## src/rtl/jtag_pkg.sv

```systemverilog
// rtl/jtag_pkg.sv - TAP state encoding, default opcodes and IDCODE length
package jtag_pkg;

    typedef enum logic [3:0] {
        TAP_TLR   = 4'd0,
        TAP_RTI   = 4'd1,
        TAP_SELDR = 4'd2,
        TAP_CAPDR = 4'd3,
        TAP_SHDR  = 4'd4,
        TAP_EX1DR = 4'd5,
        TAP_PAUDR = 4'd6,
        TAP_EX2DR = 4'd7,
        TAP_UPDDR = 4'd8,
        TAP_SELIR = 4'd9,
        TAP_CAPIR = 4'd10,
        TAP_SHIR  = 4'd11,
        TAP_EX1IR = 4'd12,
        TAP_PAUIR = 4'd13,
        TAP_EX2IR = 4'd14,
        TAP_UPDIR = 4'd15
    } tap_state_e;

    localparam int IDCODE_LEN = 32;

    localparam logic [3:0]            DEF_OPC_EXTEST = 4'b0000;
    localparam logic [3:0]            DEF_OPC_SAMPLE = 4'b0001;
    localparam logic [3:0]            DEF_OPC_IDCODE = 4'b0010;
    localparam logic [3:0]            DEF_IR_CAPTURE = 4'b0101;
    localparam logic [IDCODE_LEN-1:0] DEF_IDCODE     = 32'h1000_0001;

endpackage

```

## src/rtl/jtag_tap_ctrl_if.sv

```systemverilog
// rtl/jtag_tap_ctrl_if.sv - JTAG pin and scan-strobe bundle between tester/wrapper and TAP
// Signals: TMS/TDI/UserTDO toward the TAP; TDO/TDO_EN, TapState, DR/IR strobes,
// Instr, SelUser/SelExtest and Reset back from the TAP.
// master: the tester / DFT wrapper side. slave: the TAP controller.
interface jtag_tap_ctrl_if import jtag_pkg::*; #(
    parameter int IR_WIDTH = 4
) ();
    logic                TMS;
    logic                TDI;
    logic                UserTDO;
    logic                TDO;
    logic                TDO_EN;
    tap_state_e          TapState;
    logic                CaptureDR;
    logic                ShiftDR;
    logic                UpdateDR;
    logic                ShiftIR;
    logic [IR_WIDTH-1:0] Instr;
    logic                SelUser;
    logic                SelExtest;
    logic                Reset;

    modport master (
        output TMS, TDI, UserTDO,
        input  TDO, TDO_EN, TapState, CaptureDR, ShiftDR, UpdateDR, ShiftIR,
        input  Instr, SelUser, SelExtest, Reset
    );

    modport slave (
        input  TMS, TDI, UserTDO,
        output TDO, TDO_EN, TapState, CaptureDR, ShiftDR, UpdateDR, ShiftIR,
        output Instr, SelUser, SelExtest, Reset
    );
endinterface

```

## src/rtl/jtag_tap_fsm.sv

```systemverilog
// rtl/jtag_tap_fsm.sv - 16-state TMS state machine with state decode
// Ports: tck/trst_n clock and async reset, tms mode select; state is the
// current TAP state, the remaining outputs are one-hot decodes of it.
module jtag_tap_fsm import jtag_pkg::*; (
    input  logic       tck,
    input  logic       trst_n,
    input  logic       tms,
    output tap_state_e state,
    output logic       in_tlr,
    output logic       capture_dr,
    output logic       shift_dr,
    output logic       update_dr,
    output logic       capture_ir,
    output logic       shift_ir,
    output logic       update_ir
);

    always_ff @(posedge tck or negedge trst_n) begin
        if (!trst_n) begin
            state <= TAP_TLR;
        end else begin
            case (state)
                TAP_TLR:   state <= tms ? TAP_TLR   : TAP_RTI;
                TAP_RTI:   state <= tms ? TAP_SELDR : TAP_RTI;
                TAP_SELDR: state <= tms ? TAP_SELIR : TAP_CAPDR;
                TAP_CAPDR: state <= tms ? TAP_EX1DR : TAP_SHDR;
                TAP_SHDR:  state <= tms ? TAP_EX1DR : TAP_SHDR;
                TAP_EX1DR: state <= tms ? TAP_UPDDR : TAP_PAUDR;
                TAP_PAUDR: state <= tms ? TAP_EX2DR : TAP_PAUDR;
                TAP_EX2DR: state <= tms ? TAP_UPDDR : TAP_SHDR;
                TAP_UPDDR: state <= tms ? TAP_SELDR : TAP_RTI;
                TAP_SELIR: state <= tms ? TAP_TLR   : TAP_CAPIR;
                TAP_CAPIR: state <= tms ? TAP_EX1IR : TAP_SHIR;
                TAP_SHIR:  state <= tms ? TAP_EX1IR : TAP_SHIR;
                TAP_EX1IR: state <= tms ? TAP_UPDIR : TAP_PAUIR;
                TAP_PAUIR: state <= tms ? TAP_EX2IR : TAP_PAUIR;
                TAP_EX2IR: state <= tms ? TAP_UPDIR : TAP_SHIR;
                TAP_UPDIR: state <= tms ? TAP_SELDR : TAP_RTI;
                default:   state <= TAP_TLR;
            endcase
        end
    end

    assign in_tlr     = (state == TAP_TLR);
    assign capture_dr = (state == TAP_CAPDR);
    assign shift_dr   = (state == TAP_SHDR);
    assign update_dr  = (state == TAP_UPDDR);
    assign capture_ir = (state == TAP_CAPIR);
    assign shift_ir   = (state == TAP_SHIR);
    assign update_ir  = (state == TAP_UPDIR);

endmodule

```

## src/rtl/jtag_tap_ctrl.sv

```systemverilog
// rtl/jtag_tap_ctrl.sv - JTAG TAP controller: IR, bypass and IDCODE DRs, decode, TDO mux
// Ports: TCK test clock, TRST_N async active-low reset, jtag (slave) carrying
// TMS/TDI/UserTDO in and TDO/TDO_EN, TapState, scan strobes, Instr and selects out.
module jtag_tap_ctrl import jtag_pkg::*; #(
    parameter int                     IR_WIDTH   = 4,
    parameter logic [IDCODE_LEN-1:0]  IDCODE_VAL = DEF_IDCODE,
    parameter logic [IR_WIDTH-1:0]    OPC_EXTEST = IR_WIDTH'(DEF_OPC_EXTEST),
    parameter logic [IR_WIDTH-1:0]    OPC_SAMPLE = IR_WIDTH'(DEF_OPC_SAMPLE),
    parameter logic [IR_WIDTH-1:0]    OPC_IDCODE = IR_WIDTH'(DEF_OPC_IDCODE),
    parameter logic [IR_WIDTH-1:0]    IR_CAPTURE = IR_WIDTH'(DEF_IR_CAPTURE)
) (
    input  logic                  TCK,
    input  logic                  TRST_N,
    jtag_tap_ctrl_if.slave        jtag
);

    tap_state_e tap_state;
    logic       in_tlr;
    logic       capture_dr;
    logic       shift_dr;
    logic       update_dr;
    logic       capture_ir;
    logic       shift_ir;
    logic       update_ir;

    logic [IR_WIDTH-1:0]   ir_shift;
    logic [IR_WIDTH-1:0]   instr;
    logic                  bypass_reg;
    logic [IDCODE_LEN-1:0] idcode_shift;
    logic                  tdo_q;
    logic                  tdo_en_q;

    logic all_ones;
    logic sel_extest;
    logic sel_sample;
    logic sel_user;
    logic sel_idcode;
    logic sel_bypass;
    logic dr_lsb;

    jtag_tap_fsm u_fsm (
        .tck        (TCK),
        .trst_n     (TRST_N),
        .tms        (jtag.TMS),
        .state      (tap_state),
        .in_tlr     (in_tlr),
        .capture_dr (capture_dr),
        .shift_dr   (shift_dr),
        .update_dr  (update_dr),
        .capture_ir (capture_ir),
        .shift_ir   (shift_ir),
        .update_ir  (update_ir)
    );

    // All-ones is BYPASS even if a parameterised opcode happens to collide
    // with it; anything not recognised also falls through to bypass.
    assign all_ones   = &instr;
    assign sel_extest = (instr == OPC_EXTEST) && !all_ones;
    assign sel_sample = (instr == OPC_SAMPLE) && !all_ones;
    assign sel_user   = sel_extest || sel_sample;
    assign sel_idcode = (instr == OPC_IDCODE) && !all_ones && !sel_user;
    assign sel_bypass = !sel_user && !sel_idcode;

    always_ff @(posedge TCK or negedge TRST_N) begin
        if (!TRST_N) begin
            ir_shift <= '0;
            instr    <= OPC_IDCODE;
        end else begin
            if (capture_ir) begin
                ir_shift <= IR_CAPTURE;
            end else if (shift_ir) begin
                ir_shift <= {jtag.TDI, ir_shift[IR_WIDTH-1:1]};
            end

            // Instr only moves on leaving Update_IR, so it is stable while
            // a new instruction is being shifted in.
            if (in_tlr) begin
                instr <= OPC_IDCODE;
            end else if (update_ir) begin
                instr <= ir_shift;
            end
        end
    end

    always_ff @(posedge TCK or negedge TRST_N) begin
        if (!TRST_N) begin
            bypass_reg   <= 1'b0;
            idcode_shift <= '0;
        end else begin
            if (sel_bypass) begin
                if (capture_dr) begin
                    bypass_reg <= 1'b0;
                end else if (shift_dr) begin
                    bypass_reg <= jtag.TDI;
                end
            end

            if (sel_idcode) begin
                if (capture_dr) begin
                    idcode_shift <= IDCODE_VAL;
                end else if (shift_dr) begin
                    idcode_shift <= {jtag.TDI, idcode_shift[IDCODE_LEN-1:1]};
                end
            end
        end
    end

    always_comb begin
        dr_lsb = bypass_reg;
        if (sel_user) begin
            dr_lsb = jtag.UserTDO;
        end else if (sel_idcode) begin
            dr_lsb = idcode_shift[0];
        end
    end

    // TDO is launched on the falling edge so the receiver sees stable data
    // across the next rising edge.
    always_ff @(negedge TCK or negedge TRST_N) begin
        if (!TRST_N) begin
            tdo_q    <= 1'b0;
            tdo_en_q <= 1'b0;
        end else begin
            tdo_en_q <= shift_ir || shift_dr;
            if (shift_ir) begin
                tdo_q <= ir_shift[0];
            end else if (shift_dr) begin
                tdo_q <= dr_lsb;
            end else begin
                tdo_q <= 1'b0;
            end
        end
    end

    assign jtag.TDO       = tdo_q;
    assign jtag.TDO_EN    = tdo_en_q;
    assign jtag.TapState  = tap_state;
    assign jtag.CaptureDR = capture_dr;
    assign jtag.ShiftDR   = shift_dr;
    assign jtag.UpdateDR  = update_dr;
    assign jtag.ShiftIR   = shift_ir;
    assign jtag.Instr     = instr;
    assign jtag.SelUser   = sel_user;
    assign jtag.SelExtest = sel_extest;
    assign jtag.Reset     = in_tlr;

endmodule

```

## src/flat_wrapper.sv

```systemverilog
// flat-port wrapper written by rule: the top's interface ports become plain ports
module jtag_tap_ctrl_flat import jtag_pkg::*;
#(
    parameter int                     IR_WIDTH   = 4,
    parameter logic [IDCODE_LEN-1:0]  IDCODE_VAL = DEF_IDCODE,
    parameter logic [IR_WIDTH-1:0]    OPC_EXTEST = IR_WIDTH'(DEF_OPC_EXTEST),
    parameter logic [IR_WIDTH-1:0]    OPC_SAMPLE = IR_WIDTH'(DEF_OPC_SAMPLE),
    parameter logic [IR_WIDTH-1:0]    OPC_IDCODE = IR_WIDTH'(DEF_OPC_IDCODE),
    parameter logic [IR_WIDTH-1:0]    IR_CAPTURE = IR_WIDTH'(DEF_IR_CAPTURE)
)
  (TCK, TRST_N, jtag_TMS, jtag_TDI, jtag_UserTDO, jtag_TDO, jtag_TDO_EN, jtag_TapState, jtag_CaptureDR, jtag_ShiftDR, jtag_UpdateDR, jtag_ShiftIR, jtag_Instr, jtag_SelUser, jtag_SelExtest, jtag_Reset);
  jtag_tap_ctrl_if #(.IR_WIDTH(IR_WIDTH)) jtag_i ();
  input  logic TCK;
  input  logic TRST_N;
  input wire logic [$bits(jtag_i.TMS)-1:0] jtag_TMS;
  input wire logic [$bits(jtag_i.TDI)-1:0] jtag_TDI;
  input wire logic [$bits(jtag_i.UserTDO)-1:0] jtag_UserTDO;
  output wire logic [$bits(jtag_i.TDO)-1:0] jtag_TDO;
  output wire logic [$bits(jtag_i.TDO_EN)-1:0] jtag_TDO_EN;
  output wire logic [$bits(jtag_i.TapState)-1:0] jtag_TapState;
  output wire logic [$bits(jtag_i.CaptureDR)-1:0] jtag_CaptureDR;
  output wire logic [$bits(jtag_i.ShiftDR)-1:0] jtag_ShiftDR;
  output wire logic [$bits(jtag_i.UpdateDR)-1:0] jtag_UpdateDR;
  output wire logic [$bits(jtag_i.ShiftIR)-1:0] jtag_ShiftIR;
  output wire logic [$bits(jtag_i.Instr)-1:0] jtag_Instr;
  output wire logic [$bits(jtag_i.SelUser)-1:0] jtag_SelUser;
  output wire logic [$bits(jtag_i.SelExtest)-1:0] jtag_SelExtest;
  output wire logic [$bits(jtag_i.Reset)-1:0] jtag_Reset;
  assign jtag_i.TMS = jtag_TMS;
  assign jtag_i.TDI = jtag_TDI;
  assign jtag_i.UserTDO = jtag_UserTDO;
  assign jtag_TDO = jtag_i.TDO;
  assign jtag_TDO_EN = jtag_i.TDO_EN;
  assign jtag_TapState = jtag_i.TapState;
  assign jtag_CaptureDR = jtag_i.CaptureDR;
  assign jtag_ShiftDR = jtag_i.ShiftDR;
  assign jtag_UpdateDR = jtag_i.UpdateDR;
  assign jtag_ShiftIR = jtag_i.ShiftIR;
  assign jtag_Instr = jtag_i.Instr;
  assign jtag_SelUser = jtag_i.SelUser;
  assign jtag_SelExtest = jtag_i.SelExtest;
  assign jtag_Reset = jtag_i.Reset;
  jtag_tap_ctrl #(.IR_WIDTH(IR_WIDTH), .IDCODE_VAL(IDCODE_VAL), .OPC_EXTEST(OPC_EXTEST), .OPC_SAMPLE(OPC_SAMPLE), .OPC_IDCODE(OPC_IDCODE), .IR_CAPTURE(IR_CAPTURE)) u_core (.TCK(TCK), .TRST_N(TRST_N), .jtag(jtag_i));
endmodule
```

## config.mk

```make
export PLATFORM = sky130hd
export DESIGN_NAME = jtag_tap_ctrl_flat
export DESIGN_NICKNAME = d
export VERILOG_FILES = /design/src/rtl/jtag_pkg.sv /design/src/rtl/jtag_tap_ctrl_if.sv /design/src/rtl/jtag_tap_fsm.sv /design/src/rtl/jtag_tap_ctrl.sv /design/src/flat_wrapper.sv
export SDC_FILE = /design/constraint.sdc
export NUM_CORES = 1
export LEC_CHECK = 0
export BUFFER_PORTS_ARGS = -buffer_cell sky130_fd_sc_hd__buf_2
export CELL_PAD_IN_SITES_DETAIL_PLACEMENT = 1
export CELL_PAD_IN_SITES_GLOBAL_PLACEMENT = 1
export CORE_MARGIN = 5
export CORE_UTILIZATION = 45
export CTS_CLUSTER_SIZE = 24
export DETAILED_ROUTE_END_ITERATION = 6
export GPL_TIMING_DRIVEN = 0
export PLACE_DENSITY_LB_ADDON = 0.1
export SYNTH_ARGS = -nofsm -noshare
export SYNTH_HDL_FRONTEND = slang
export SYNTH_SLANG_ARGS = --single-unit
```

## constraint.sdc

```tcl
create_clock -name TCK -period 2.15 [get_ports TCK]
set_clock_uncertainty 0.05 [all_clocks]
set_input_delay 0.645 -clock TCK [delete_from_list [all_inputs] [get_ports TCK]]
set_output_delay 0.645 -clock TCK [all_outputs]
set_load 0.01 [all_outputs]
```

== Yosys cells after proc, flatten, opt, wreduce, memory -nomap -nowiden ==
Cells that the tools add are included.

* Mux-type cells: 25
* Equal/unequal tests: 17
* Reduce and logical (&&, ||, !) cells: 21

{| class="wikitable"
|+ Operator list
! cell !! count
|-
| 2-to-1 mux 32 bit || 2
|-
| one-hot mux 4 bit (12 select lines) || 1
|-
| == test 4 bit, second input constant || 8
|-
| 2-to-1 mux 4 bit || 8
|-
| == test 4 x 3 -> 1 bit, second input constant || 4
|-
| == test 4 x 2 -> 1 bit, second input constant || 3
|-
| 2-to-1 mux 1 bit || 9
|-
| == test 4 x 1 -> 1 bit, second input constant || 2
|-
| zero test 4 bit || 2
|-
| 2-to-1 mux 2 bit || 3
|-
| 2-to-1 mux 3 bit || 2
|-
| nonzero test 2 bit || 3
|-
| logical AND 1 bit || 5
|-
| AND reduction 2 bit || 2
|-
| AND reduction 4 bit || 1
|-
| OR reduction 2 bit || 2
|-
| zero test 1 bit || 3
|-
| OR reduction 3 bit || 1
|-
| logical OR 1 bit || 2
|}

* Logic and storage cells: 70
* Bits of input ports: 5
* Bits in registers: 47
* Output and inout bits: 17

== Longest topological paths before layout ==
Gate-level depths: netlist of run 1.

* Word-level depth: 10
* Mapped depth: 6
* Mapped depth without buffers: 4

== Modules after synthesis ==
Synthesis of run 1 repeated with hierarchy kept, for this count alone.

* Cell total of the unflattened synthesis: 196
* Area, all modules: 2401.1 µm²

{| class="wikitable"
|+ By module, submodules not included
! module !! area an instance (µm²) !! times used !! seq. area each (µm²) !! cells an instance
|-
| jtag_tap_ctrl || 2062.0 || 1 || 1077.3 || 150
|-
| jtag_tap_fsm || 339.1 || 1 || 100.1 || 46
|}

==> impl_results.md, run 1 <==
- Number of global-route vias before repair: about 1800
- Seq/Total Area, Yosys: 51.1%
- Residual DRC count: 0
- Pre-Repair DR Iteration Count: 4
- VDD IR max: ~0.67 mV
- Worst Path Buf+Inv: 1
- CTS tree: done
- CP cell instances: buf_2
- Gr ovfl total: 0
- Final setup TNS: -2.98 ns
- # clock sinks: 47
- Commonest non-fill, non-tap cells in the layout: dfrtp_1, nand2_1, inv_1
- Register bit total from synthesis: 47
- Power consumption: 4.41 mW
- Most flops, register: u_core.idcode_shift
- Max_cap viols: 0
- Io pins: 22
- First-pass GRT wire length: around 8400 um
- Slack of the worst reg-to-reg path: -0.39 ns
- Row cnt: 26
- Final setup viols: 33
- CTS root buffer: clkbuf_8
- WL/cell: 15.1 um
- Crit path kind: flip-flop to primary output
- Multi-input gate area: 952 um2
- Post-DRT Antenna Nets: 0
- Core Region: slightly above 5000 um2
- Synthesized cell area: around 2300 um2
- Top post-synthesis cells by area: dfrtp_1, mux2i_1, nand2_1, inv_1, dfrtn_1
- Gr usage total: 16.7%
- Arr. time, crit path: 1.94 ns
- Clock Latency Late Sink: about 0.30 ns
- Synthesized area per cell: ~9.8 um2
- Crit-path max FO: 1
- Hold_buf cts: 0
- Reg clk slew, reported paths: 0.09 ns
- R2r startpoint: u_core.u_fsm.state[3]
- Leak pwr: 1.34 nW
- Final estimated routing congestion in global placement: 0.719
- Die ar.: 6650 um2
- CTS H-tree depth: 2
- WL final: 5320 um
- Worst path top cell family by delay: flip-flops
- Post-synth top area cell: dfrtp_1
- Hpwl dp: 3310 um
- Power Density: around 1500 nW/um2
- Starting Density: 45.7%
- Syn Inst Count: roughly 240
- Min-delay worst type: primary input to asynchronous set/reset pin
- CTS Buf Count: 5
- Synth async-reset ratio: 100%
- Post-synth top area share: between 40% and 50%
- Hold Fails Final Rpt: 0
- FF/Latch Area: around 1200 um2
- Failing checks: negative setup slack
- Max reg flops: 32
- Final net count: between 200 and 300
- Syn_nets: 240
- Worst setup SP type: flip-flop
- Most common cell after layout, fill and taps aside: dfrtp_1
- RSZ-0062 raised after global routing: yes
- Worst EP required: between 1 and 1.5 ns
- Pin count of the biggest net entering global routing: 48
- Max-slew violations: 0
- EDFF count, synth: 0
- Slowest stage cell on the critical path: dfrtn_1
- Initial antenna violation count: 0
- Area delta synth->final: 28.4%
- Top_reg_cell synth: dfrtp_1
- Layout Utilization: 58.6%
- Clock buffer depth: 2
- Die X-Extent: 81.5 um
- Slew @ Worst Pin: 0.597 ns
- Unique masters post-synth: 41
- Initial DRC count: 35
- Antenna cells: 0
- Final WS setup: -0.481 ns
- R2R cell count: 5
- R2r endpoint: u_core.jtag.TDO
- Status: finished, violations left
- Buffers on Ports: 20
- Fill cells: 560
- Yosys warns: 0
- Die Y: 81.5 um
- Vias per std cell: between 4 and 5
- Max stage delay on crit path: 0.41 ns
- Max_slew headroom: 60.2%
- Share of cells above drive strength 1: between 20% and 30%
- Setup crit end kind: primary output
- Vias after detailed routing: 1739
## logic make-up (layout without fill, tap and decap cells)
group                     after synthesis  in the layout  share of synthesized area [%]
muxes                                  35             35                           15.5
xor gates and xnor gates                1              1                          0.380
buffers and inverters                  49             96                           9.45
DFF                                    47             47                           51.1
and+or+nand+nor                        74             74                           15.2
AOI/OAI and AO/OA                      29             29                           8.42
## repair_timing
action	4_1_cts	5_1_grt
buffers inserted	1	23
setup endpoints to repair	10	30
gates cloned	0	2
resized for setup	17	33
pin swaps	2	4
## worst max-delay path by stage
stage                     cells past startpoint                  start               to
after global routing                          1        u_core.jtag.TDO         jtag_TDO
after global placement                        1                 TRST_N  u_core.jtag.TDO
final                                         1        u_core.jtag.TDO         jtag_TDO
after floorplan                               5  u_core.u_fsm.state[0]  u_core.jtag.TDO
after detailed placement                      1                 TRST_N  u_core.jtag.TDO
after CTS                                     1        u_core.jtag.TDO         jtag_TDO
## Yosys cell counts, drive strengths merged (2+ instances only)
cell type	count
or4b	2
nor4	3
nor2b	2
mux2	5
a211oi	3
dfrtp	44
buf	10
dfrtn	2
nand2b	3
a21oi	5
nand3	2
o22ai	5
nor2	10
nor3	2
o21a	2
mux2i	30
clkbuf	6
nand2	42
o21ai	8
inv	33
## power by group
group / internal [mW] / switching (mW) / total [mW] / leakage (nW)
registers: 1.14 / 0.208 / 1.35 / 0.626
logic: 1.31 / 1.15 / 2.46 / 0.660
clock network: 0.293 / 0.302 / 0.595 / 0.0505
## final cells by class
type,count,area share [%]
sequential,47,39.9
multi-input combinational,139,32.2
timing repair buffer,45,13.4
inverter,33,4.44
buffer,10,3.60
clock buffer,7,3.26
tap,70,2.96
clock inverter,1,0.254
## per-layer routing
layer	part of all wire (%)	GRT usage, %	up-vias
met5	0	0	-
met2	49	27.4	20
met4	1.5	6.59	0
li1	-	-	858
met3	2.2	3.40	7
met1	47	21.5	854
## metrics by stage
stage | instances | worst slack, ns | cell area, um2 | hold slack, ns
2_1_floorplan | 235 | -0.405 | 2310 | 0.299
5_1_grt | 352 | -0.504 | 2960 | 0.345
3_3_place_gp | 325 | -0.486 | 2490 | 0.442
3_5_place_dp | 325 | -0.477 | 2490 | 0.445
6_report | 352 | -0.481 | 2960 | 0.291
4_1_cts | 333 | -0.449 | 2660 | 0.319
No activity file was read; power rests on OpenSTA's default activity.
==> inputs of run 2 (changes only) <==
Settings changed: REMOVE_ABC_BUFFERS set to 1.
==> run 2 against run 1 <==
Compared with the run above:
- the run still ends with negative setup slack left
- hold slack worse by 0.0034 ns
- count of clock-buffer cells in the layout decreased by 1
- utilization decreased by 0.12 points
- combinational power down 3%
- register-to-register slack better by 0.06 ns
- setup slack gained 0.015 ns
- global-route usage is 2.5 points higher
- highest routed layer unchanged
==> impl_results.md, run 2 (synthesis gave the netlist of run 1 again) <==
- Max-slew violations: 0 (unchanged)
- Buffers on Ports: 21 (+5.0%)
- Hold Fails Final Rpt: 0 (unchanged)
- Commonest non-fill, non-tap cells in the layout: nand2_1, dfrtp_1, inv_1
- Arr. time, crit path: 1.92 ns (-0.02 ns)
- Core Region: 5040 um2 (unchanged)
- Leak pwr: 1.33 nW (-0.12%)
- Non-Filler Instances: 349 (-0.85%)
- Crit-path max FO: 1 (unchanged)
- CP cell instances: buf_2
- Number of global-route vias before repair: 1899 (+7.2%)
- Initial antenna violation count: 0 (unchanged)
- Reg clk slew, reported paths: 0.09 ns (about the same)
- R2r endpoint: u_core.jtag.TDO
- Starting Density: 45.7% (unchanged)
- Pin count of the biggest net entering global routing: 48 (unchanged)
- Clock Latency Late Sink: 0.30 ns (about the same)
- WL/cell: 16.9 um (+12%)
- RSZ-0062 raised after global routing: yes
- Slack of the worst reg-to-reg path: -0.33 ns (+0.06 ns)
- Worst path top cell family by delay: flip-flops
- # clock sinks: 47 (unchanged)
- Final instance area: 2950 um2 (-0.21%)
- Final setup viols: 5 (-85%)
- Hpwl dp: 3000 um (-9.2%)
- R2r startpoint: u_core.u_fsm.state[1]
- Slowest stage cell on the critical path: dfrtn_1
- Failing checks: negative setup slack
- Most flops, register: u_core.idcode_shift
- Row cnt: 26 (unchanged)
- CTS Buf Count: 5 (unchanged)
- Setup crit end kind: primary output
- Clock buffer depth: 2 (unchanged)
- Post-DRT Antenna Nets: 0 (unchanged)
- Die X-Extent: 81.5 um (unchanged)
- Residual DRC count: 0 (unchanged)
- Area delta synth->final: 28.1%
- Gr usage total: 19.2% (+2.5 points)
- Hold WS: 0.288 ns (-0.00336 ns)
- Fill cells: 570 (+1.8%)
- Share of cells above drive strength 1: 29.7% (+2.8 points)
- CTS H-tree depth: 2 (unchanged)
- Placed Cells: 311 (-4.3%)
- First-pass GRT wire length: 9610 um (+14%)
- Hold_buf cts: 0 (unchanged)
- Die Y: 81.5 um (unchanged)
- Most common cell after layout, fill and taps aside: nand2_1
- Max stage delay on crit path: 0.41 ns (about the same)
- CTS tree: done
- Worst setup SP type: flip-flop
- Initial DRC count: 70 (+100%)
- CTS root buffer: clkbuf_8
- Max_slew headroom: 59.4% (-0.76 points)
- Final net count: 283 (-1.0%)
- Io pins: 22 (unchanged)
- Antenna cells: 0 (unchanged)
- Min-delay worst type: primary input to asynchronous set/reset pin
- Pre-CTS setup slack: -1.00 ns (-0.526 ns)
- Final WS setup: -0.466 ns (+0.0149 ns)
- Power Density: 1510 nW/um2 (+1.2%)
- Max_cap viols: 0 (unchanged)
- Max reg flops: 32 (unchanged)
- Slew @ Worst Pin: 0.608 ns (+0.0115 ns)
- Pre-Repair DR Iteration Count: 4 (unchanged)
- Die ar.: 6650 um2 (unchanged)
- Crit path kind: flip-flop to primary output
- WL final: 5890 um (+11%)
- Gr ovfl total: 0 (unchanged)
- Worst EP required: 1.45 ns (about the same)
- Vias per std cell: 5.23 (+5.8%)
- Final setup TNS: -1.44 ns (+1.54 ns)
- Status: finished, violations left
- Worst Path Buf+Inv: 1 (unchanged)
- VDD IR max: 0.743 mV (+11%)
- Placement Cell Area: 2430 um2 (-2.4%)
- Final estimated routing congestion in global placement: 0.739 (+2.7%)
- R2R cell count: 4 (-1)
- Vias after detailed routing: 1825 (+4.9%)
-- run 2: cell count changes in the layout (fill, tap and decap cells not counted), moves of 2 or more --
cell / change
buf_6: -7
dfrtp_1: -5
dfrtp_2: +5
buf_4: +4
buf_2: +3
buf_8: -3
clkbuf_1: -2
-- run 2: worst max path at each step --
stage | cells past startpoint | slack, ns | start | endpoint
3_3_place_gp | 3 | -2.17 | u_core.u_fsm.state[0] | u_core.idcode_shift[31]
5_1_grt | 1 | -0.51 | u_core.jtag.TDO | jtag_TDO
2_1_floorplan | 3 | -1.11 | u_core.u_fsm.state[0] | u_core.idcode_shift[0]
4_1_cts | 1 | -0.47 | u_core.jtag.TDO | jtag_TDO
6_report | 1 | -0.47 | u_core.jtag.TDO | jtag_TDO
3_5_place_dp | 4 | -1.00 | u_core.u_fsm.state[0] | u_core.idcode_shift[31]
-- run 2: cell type report --
type	instances	area, um2	area share, %
tap	70	87.6	2.97
timing repair buffer	51	458	15.5
clock buffer	6	82.6	2.80
multi-input combinational	140	973	33.0
clock inverter	2	35.0	1.19
sequential	47	1180	40.2
inverter	33	129	4.37
-- run 2: through the flow --
step,util [%],power (mW)
after CTS,55.4,4.15
after floorplan,-,2.48
after global placement,47.6,2.90
after detailed placement,48.3,2.97
final,58.5,4.45
after global routing,58.5,4.73
-- run 2: repair_timing --
| item | in CTS | in global routing |
|---|---|---|
| resized for setup | 18 | 11 |
| buffers inserted | 20 | 10 |
| pin swaps | 4 | 3 |
| endpoints found under the setup margin | 44 | 16 |
| cloned | 1 | 2 |
-- run 2: routing by layer --
layer	share of wire, %	vias to the layer above	global-route usage [%]
met4	1.4	0	6.42
met3	3.7	10	3.95
met2	51	37	31.1
met1	44	922	25.6
met5	0	-	0
li1	-	856	-
-- run 2: power breakdown --
part	switching, mW	internal [mW]	total (mW)
Combinational	1.19	1.20	2.39
Sequential	0.219	1.15	1.37
Clock	0.318	0.377	0.695
Total	1.72	2.72	4.45
==> inputs of run 3 (changes only) <==
Settings changed: TNS_END_PERCENT set to 1.
==> run 3 against run 2 <==
Compared with the run above:
- the run still ends with negative setup slack left
- cell area shrank 9.6%
- die area is the same
- hold slack better by 0.0079 ns
- final cell count shrank 6.3%
- total power down 13%
- register-to-register slack got worse by 0.10 ns
- critical endpoint unchanged
- largest cell class unchanged
==> impl_results.md, run 3 (synthesis gave the netlist of run 1 again) <==
- Die ar.: 6650 um2 (unchanged)
- Clock Power Share: 17.6% (+2.0 points)
- CTS H-tree depth: 2 (unchanged)
- Initial antenna violation count: 0 (unchanged)
- Power consumption: 3.89 mW (-13%)
- Max reg flops: 32 (unchanged)
- Die X-Extent: 81.5 um (unchanged)
- Final WS setup: -0.460 ns (+0.00575 ns)
- First-pass GRT wire length: 8880 um (-7.6%)
- Final estimated routing congestion in global placement: 0.739 (unchanged)
- Core Region: 5040 um2 (unchanged)
- Gr usage total: 17.6% (-1.6 points)
- Slowest stage cell on the critical path: dfrtn_1
- Buffers on Ports: 21 (unchanged)
- Min-delay worst type: primary input to asynchronous set/reset pin
- Arr. time, crit path: 1.92 ns (about the same)
- Row cnt: 26 (unchanged)
- Antenna cells: 0 (unchanged)
- Initial DRC count: 39 (-44%)
- Sw power: 1.56 mW (-9.5%)
- VDD IR max: 0.683 mV (-8.1%)
- Io pins: 22 (unchanged)
- Power Density: 1460 nW/um2 (-3.2%)
- Final net count: 261 (-7.8%)
- Commonest non-fill, non-tap cells in the layout: nand2_1, dfrtp_1, inv_1
- Vias per std cell: 5.15 (-1.6%)
- Hold WS: 0.296 ns (+0.00793 ns)
- Clock buffer depth: 2 (unchanged)
- Worst path top cell family by delay: flip-flops
- Max-slew violations: 0 (unchanged)
- Most common cell after layout, fill and taps aside: nand2_1
- Pin count of the biggest net entering global routing: 48 (unchanged)
- Worst setup SP type: flip-flop
- CTS root buffer: clkbuf_8
- Slew @ Worst Pin: 0.715 ns (+0.107 ns)
- CTS tree: done
- Pre-Repair DR Iteration Count: 4 (unchanged)
- Hold_buf cts: 0 (unchanged)
- # clock sinks: 47 (unchanged)
- Status: finished, violations left
- Worst EP required: 1.45 ns (about the same)
- Clock Latency Late Sink: 0.30 ns (about the same)
- P_int: 2.33 mW (-14%)
- Crit-path max FO: 1 (unchanged)
- Max stage delay on crit path: 0.41 ns (about the same)
- CP cell instances: buf_2
- Post-DRT Antenna Nets: 0 (unchanged)
- Reg clk slew, reported paths: 0.08 ns (about the same)
- RSZ-0062 raised after global routing: yes
- Area delta synth->final: 15.8%
- Logic pwr share: 46.9% (-6.7 points)
- Die Y: 81.5 um (unchanged)
- Seq pwr share: 35.5% (+4.8 points)
- Gr ovfl total: 0 (unchanged)
- Setup crit end kind: primary output
- WL/cell: 15.5 um (-8.4%)
- Starting Density: 45.7% (unchanged)
- Failing checks: negative setup slack
- Crit path kind: flip-flop to primary output
- Hpwl dp: 3000 um (unchanged)
- Worst Path Buf+Inv: 1 (unchanged)
- CTS Buf Count: 5 (unchanged)
- Sw Ratio: 40.1% (+1.3 points)
- Max_slew headroom: 52.2% (-7.2 points)
- Share of cells above drive strength 1: 21.8% (-8.0 points)
- WL final: 5060 um (-14%)
- Number of global-route vias before repair: 1810 (-4.7%)
- Residual DRC count: 0 (unchanged)
- Max_cap viols: 0 (unchanged)
- Vias after detailed routing: 1683 (-7.8%)
- Hold Fails Final Rpt: 0 (unchanged)
- Leak pwr: 1.19 nW (-11%)
- Most flops, register: u_core.idcode_shift
- Final setup viols: 10 (+5)
[run 3: cell type report]
| cell class | count | area [um2] |
|---|---|---|
| clock inverter | 2 | 35.0 |
| inverter | 33 | 129 |
| sequential | 47 | 1180 |
| timing repair buffer | 29 | 195 |
| tap | 70 | 87.6 |
| multi-input combinational | 140 | 956 |
| clock buffer | 6 | 82.6 |
| fill | 577 | 2370 |
[run 3: path summary, 6_finish.rpt]
check	end	cells past startpoint	slack [ns]	startpoint
min in group TCK	u_core.idcode_shift[28]	1	0.45	u_core.idcode_shift[28]
hold / removal	u_core.idcode_shift[14]	1	0.30	TRST_N
setup reg to reg	u_core.jtag.TDO	4	-0.43	u_core.u_fsm.state[3]
max in group asynchronous	u_core.jtag.TDO_EN	1	0.37	TRST_N
hold reg to reg	u_core.idcode_shift[28]	1	0.45	u_core.idcode_shift[28]
setup / recovery	jtag_TDO	1	-0.46	u_core.jtag.TDO
[run 3: per-stage QoR]
| stage | setup slack (ns) | instance area, um2 | instances | TNS (ns) | util, % |
|---|---|---|---|---|---|
| detailed placement | -1.00 | 2430 | 311 | -29.19 | 48.3 |
| finish | -0.460 | 2670 | 327 | -2.13 | 52.9 |
| CTS | -0.472 | 2650 | 327 | -2.31 | 52.6 |
| floorplan | -1.11 | 2210 | 219 | -31.17 | - |
| global placement | -2.17 | 2400 | 310 | -68.48 | 47.6 |
| global route | -0.489 | 2670 | 327 | -4.69 | 52.9 |
[run 3: power groups by stage]
stage | combinational (mW) | sequential, mW | clock, mW
after floorplan | 1.02 | 1.46 | 0
after global placement | 1.39 | 1.51 | 0
after detailed placement | 1.45 | 1.52 | 0
after CTS | 1.82 | 1.37 | 0.704
after global routing | 2.02 | 1.41 | 0.749
final | 1.83 | 1.38 | 0.684
[run 3: worst reg2reg max path, stage by stage, from the launching register on]
cell     delay (ns)
dfrtp_2        0.50
or4b_4         0.60
inv_4          0.09
o21a_1         0.12
a32o_1         0.17
[run 3: per-layer routing]
layer	up-vias	track usage (%)	share of wire [%]
met2	22	27.6	46
met1	846	24.2	50
li1	810	-	-
met4	0	5.57	1.2
met3	5	3.84	2.8
met5	-	0	0
[run 3: repair_timing]
| item | 4_1_cts | 5_1_grt |
|---|---|---|
| buffers inserted | 7 | 0 |
| gates resized for setup | 15 | 3 |
| gates cloned | 1 | 0 |
| setup endpoints to repair | 44 | 41 |
| pin swaps | 2 | 0 |
